===== config.mk =====
export PLATFORM = sky130hd
export DESIGN_NAME = line_xfer_ctrl
export DESIGN_NICKNAME = d
export VERILOG_FILES = /design/src/rtl/line_xfer_ctrl.sv
export SDC_FILE = /design/constraint.sdc
export NUM_CORES = 1
export LEC_CHECK = 0
export BUFFER_PORTS_ARGS = -buffer_cell sky130_fd_sc_hd__buf_2
export CAP_MARGIN = 30
export CORE_AREA = 2 2 269 271
export CTS_CLUSTER_DIAMETER = 120
export DETAILED_ROUTE_END_ITERATION = 8
export DIE_AREA = 0 0 271 273
export SETUP_SLACK_MARGIN = 0.02
export SLEW_MARGIN = 20
export SYNTH_ARGS = -nofsm -noshare
export SYNTH_HDL_FRONTEND = slang
export SYNTH_SLANG_ARGS = --single-unit

===== constraint.sdc =====
create_clock -name clk -period 7.2 [get_ports clk]
set_input_delay 0 -clock clk [delete_from_list [all_inputs] [get_ports clk]]
set_output_delay 0 -clock clk [all_outputs]
set_load 0.02 [all_outputs]

===== src/rtl/line_xfer_ctrl.sv =====
// Cache-line transfer sequencer: serializes 256-bit writebacks and deserializes
// 256-bit refills over a handshaked 32-bit memory bus, writeback first.
module line_xfer_ctrl #(
  parameter int ADDR_W = 32
) (
  input  logic              clk,
  input  logic              rst_n,
  input  logic              wb_req,
  input  logic [ADDR_W-1:0] wb_addr,
  input  logic [255:0]      wb_line,
  output logic              wb_done,
  input  logic              fill_req,
  input  logic [ADDR_W-1:0] fill_addr,
  output logic [255:0]      fill_line,
  output logic              fill_done,
  output logic              mem_valid,
  input  logic              mem_ready,
  output logic              mem_we,
  output logic [ADDR_W-1:0] mem_addr,
  output logic [31:0]       mem_wdata,
  input  logic [31:0]       mem_rdata,
  output logic              busy
);

  typedef enum logic [1:0] {IDLE, WB, FILL, RESP} state_t;

  state_t            state;
  state_t            state_nxt;
  logic [2:0]        cnt;
  logic [ADDR_W-6:0] base;
  logic [255:0]      snap;
  logic              was_wb;
  logic              xfer;

  // Byte offset inside the line is irrelevant to a whole-line transfer.
  logic unused_offset;
  assign unused_offset = ^{wb_addr[4:0], fill_addr[4:0]};

  assign xfer = (state == WB) || (state == FILL);

  // NOTE: always_comb assigns a default first so no path leaves state_nxt unassigned (no latch).
  always_comb begin
    state_nxt = state;
    case (state)
      IDLE: begin
        if (wb_req)        state_nxt = WB;
        else if (fill_req) state_nxt = FILL;
      end
      WB, FILL: begin
        if (mem_ready && cnt == 3'd7) state_nxt = RESP;
      end
      RESP:    state_nxt = IDLE;
      default: state_nxt = IDLE;
    endcase
  end

  // NOTE: sequential state uses non-blocking assignments so every register samples pre-edge values.
  always_ff @(posedge clk) begin
    if (!rst_n) begin
      state     <= IDLE;
      cnt       <= 3'd0;
      base      <= '0;
      was_wb    <= 1'b0;
      fill_line <= '0;
    end else begin
      state <= state_nxt;
      case (state)
        IDLE: begin
          if (wb_req) begin
            base   <= wb_addr[ADDR_W-1:5];
            cnt    <= 3'd0;
            was_wb <= 1'b1;
          end else if (fill_req) begin
            base   <= fill_addr[ADDR_W-1:5];
            cnt    <= 3'd0;
            was_wb <= 1'b0;
          end
        end
        WB, FILL: begin
          if (mem_ready) begin
            cnt <= cnt + 3'd1;
            if (state == FILL) fill_line[32*int'(cnt) +: 32] <= mem_rdata;
          end
        end
        default: ;
      endcase
    end
  end

  // NOTE: the snapshot is pure datapath and never reset; its output is gated by state instead.
  always_ff @(posedge clk) begin
    if (state == IDLE && wb_req) snap <= wb_line;
    else if (state == WB && mem_ready) snap <= {32'd0, snap[255:32]};
  end

  assign busy      = (state != IDLE);
  assign mem_valid = xfer;
  assign mem_we    = (state == WB);
  assign mem_addr  = xfer ? {base, cnt, 2'b00} : '0;
  assign mem_wdata = (state == WB) ? snap[31:0] : 32'd0;
  assign wb_done   = (state == RESP) && was_wb;
  assign fill_done = (state == RESP) && !was_wb;

endmodule


==> flow_metrics.tcl <==
set metrics [dict create \
    pwr-share-clk_pct 28.9 \
    dieArea_mm2 0.0740 \
    cts.sink_count 545 \
    num_rows 98 \
    rrSetupSlack_ps 3380 \
    setup_tns_ps 0 \
    clock_latency_ps 620 \
    async_flop_share_pct 0 \
    synth_area_leaders "edfxtp_1, dfxtp_1, mux2i_1" \
    seqPwrFrac_pct 43.8 \
    crit_fanout 33 \
    final_cell_area_mm2 0.0331 \
    grt_max_degree 145 \
    skew_ps 32.1 \
    grt_usage_pct 20.4 \
    end_kind "register" \
    port-buffer-count 669 \
    viasPerCell 4.79 \
    p_leak_nw 14.0 \
    slew-limit-headroom_pct 33.5 \
    path_class "reg -> reg" \
    ys_seq_elements 545 \
    cts-root-buf "clkbuf_16" \
    post_cts_buffers 0 \
    cp_slowest_stage_delay_ps 770 \
    layout_commonest_cell "buf_2" \
    layout-drive-gt1-share_pct 34.7 \
    io_pins 682 \
    finalSetupViolCount 0 \
    nNetsFinal 3294 \
    hpwl_mm 53.1 \
    synth_edf_count 256 \
    rsz0062_at_grt "false" \
    synth-seq-area-share_pct 57.9 \
    worst_slew_pin_slew_ps 995 \
    dieHeight_um 273 \
    globalRouteOverflowTotal 0 \
    worstPathRequired_ps 7770 \
    avgSynthCellArea_um2 11.9 \
    finalMaxSlewViolations 0 \
    remaining_drc_errors 0 \
    numCtsBuffers 58 \
    irDropWorstVdd_uv 233 \
    min_period_ps 3820 \
    drt_wl_total_mm 79.2 \
    start_util_pct 32.8 \
    status "finished clean" \
    synth.cell_area_mm2 0.0233 \
    first_iter_violations 1166 \
    crit_chain "inv_2, ha_1, ha_1, and4b_1, buf_4, nand3_2, buf_4, mux2i_1, dlygate4sd3_1" \
    areaGrowthSynthToFinish_pct 42.1 \
    finalHoldViolCount 0 \
    power_switching_mw 3.11 \
    hold_class "in -> reg" \
    place_congestion 0.869 \
    critical-path-slowest-cell "dfxtp_1" \
    antenna_left 0 \
    num_vias 18858 \
    synth-warning-count 0 \
    power_frac_comb_pct 27.3 \
    synth_top_area_share_pct 33.1 \
    cts_resized 0 \
    clockBufferDepth 3 \
    routedWlPerCell_um 20.1 \
    internal-power_mw 7.24 \
    clkTransAtPathRegs_ps 60 \
    fmax_ghz 0.262 \
    grt_pass1_wl_mm 117 \
    grt_pass1_vias 19502 \
    placed_area_mm2 0.0273 \
    power_mw 10.4 \
    start_kind "register" \
    cts_max_level 2 \
    swShare_pct 30.0 \
    finalCritPeriodShare_pct 53.1 \
    synth_cells 1951 \
    synth-main-ff-cell "dfxtp_1" \
    cap_violations 0 \
    drtPass1Iterations 7 \
    synth_top_cell_by_area "edfxtp_1" \
    cts_tree "built" \
    cp.arrival_ps 4390 \
    yosysUniqueCellTypes 45 \
    die_x_um 271 \
    antenna_found_initial 12 \
    power_density_mw_per_mm2 313 \
    core_mm2 0.0710 \
    final_cell_mix "buf_2, dlygate4sd3_1, nand2_1" \
]
## state kept, by name, summed over array words and instances (netlist names)
| register | cells |
|---|---|
| state | 2 |
| base | 27 |
| was_wb | 1 |
| snap | 256 |
| cnt | 3 |
| fill_line | 256 |
## worst max-delay path, delay by kind of cell (launching register included)
family | cells | cell delay [ps]
adders and majority gates | 2 | 830
muxes | 1 | 260
DFF | 1 | 770
buffers and inverters | 4 | 1500
and+or+nand+nor | 2 | 370
## layer usage
metal	global-route usage [%]	vias to the layer above	share of wire, %
li1	-	8854	-
met1	24.5	9167	40
met2	35.8	670	50
met5	0	-	0
met3	3.84	167	5.6
met4	8.32	0	3.8
## power groups by stage
stage                     combinational (mW)  clock [mW]  sequential (mW)
after global placement                  2.49           0             4.57
final                                   2.83        3.00             4.53
after detailed placement                2.55           0             4.59
after global routing                    3.06        3.18             4.59
after floorplan                         1.85           0             4.55
after CTS                               2.77        3.06             4.53
## final cells by class
cell class,count,area [um2]
Tap cell,950,1190
Sequential cell,545,13500
Clock buffer,75,1610
Clock inverter,29,300
Timing Repair Buffer,1074,7420
Multi-Input combinational cell,1240,9000
Antenna cell,12,30.0
Fill cell,6387,37900
Inverter,8,30.0
## synthesized netlist by cell type (33+ instances only)
| library cell | instances |
|---|---|
| edfxtp_1 | 256 |
| nand4_1 | 40 |
| and2_1 | 86 |
| nand2_1 | 352 |
| a21oi_1 | 38 |
| o21ai_0 | 35 |
| nand3_1 | 52 |
| clkbuf_1 | 86 |
| mux2i_1 | 252 |
| dfxtp_1 | 289 |
| buf_2 | 43 |
| and3_1 | 33 |
| mux2_2 | 224 |
## what timing repair did
action,4_1_cts,5_1_grt
hold buffers,373,0
hold endpoints to repair,544,0
endpoints found under the setup margin,0,0
## kinds of logic after synthesis
logic type / synth area share, %
AO/OA/AOI/OAI: 2.63
adder cells (fa/ha/maj): 0.538
buffers and inverters: 3.55
flip-flops: 57.9
multiplexers: 21.7
other: 0.0161
AND/OR/NAND/NOR: 13.6
## final timing paths
kind                       start        endpoint  depth (start not counted)
setup / recovery          cnt[0]    fill_line[0]                          9
hold / removal       wb_line[81]        snap[81]                          3
setup reg to reg          cnt[0]    fill_line[0]                          9
hold reg to reg   fill_line[252]  fill_line[252]                          2
## metrics by stage
stage	hold WS [ps]	utilization (%)	setup WS, ps	instances
floorplan	139	-	2290	1952
global placement	291	38.4	3740	3440
detailed placement	305	38.4	3670	3440
CTS	187	46.4	3450	3917
global route	218	46.5	3180	3932
finish	232	46.6	3380	3933
(Power assumes the default switching activity.)
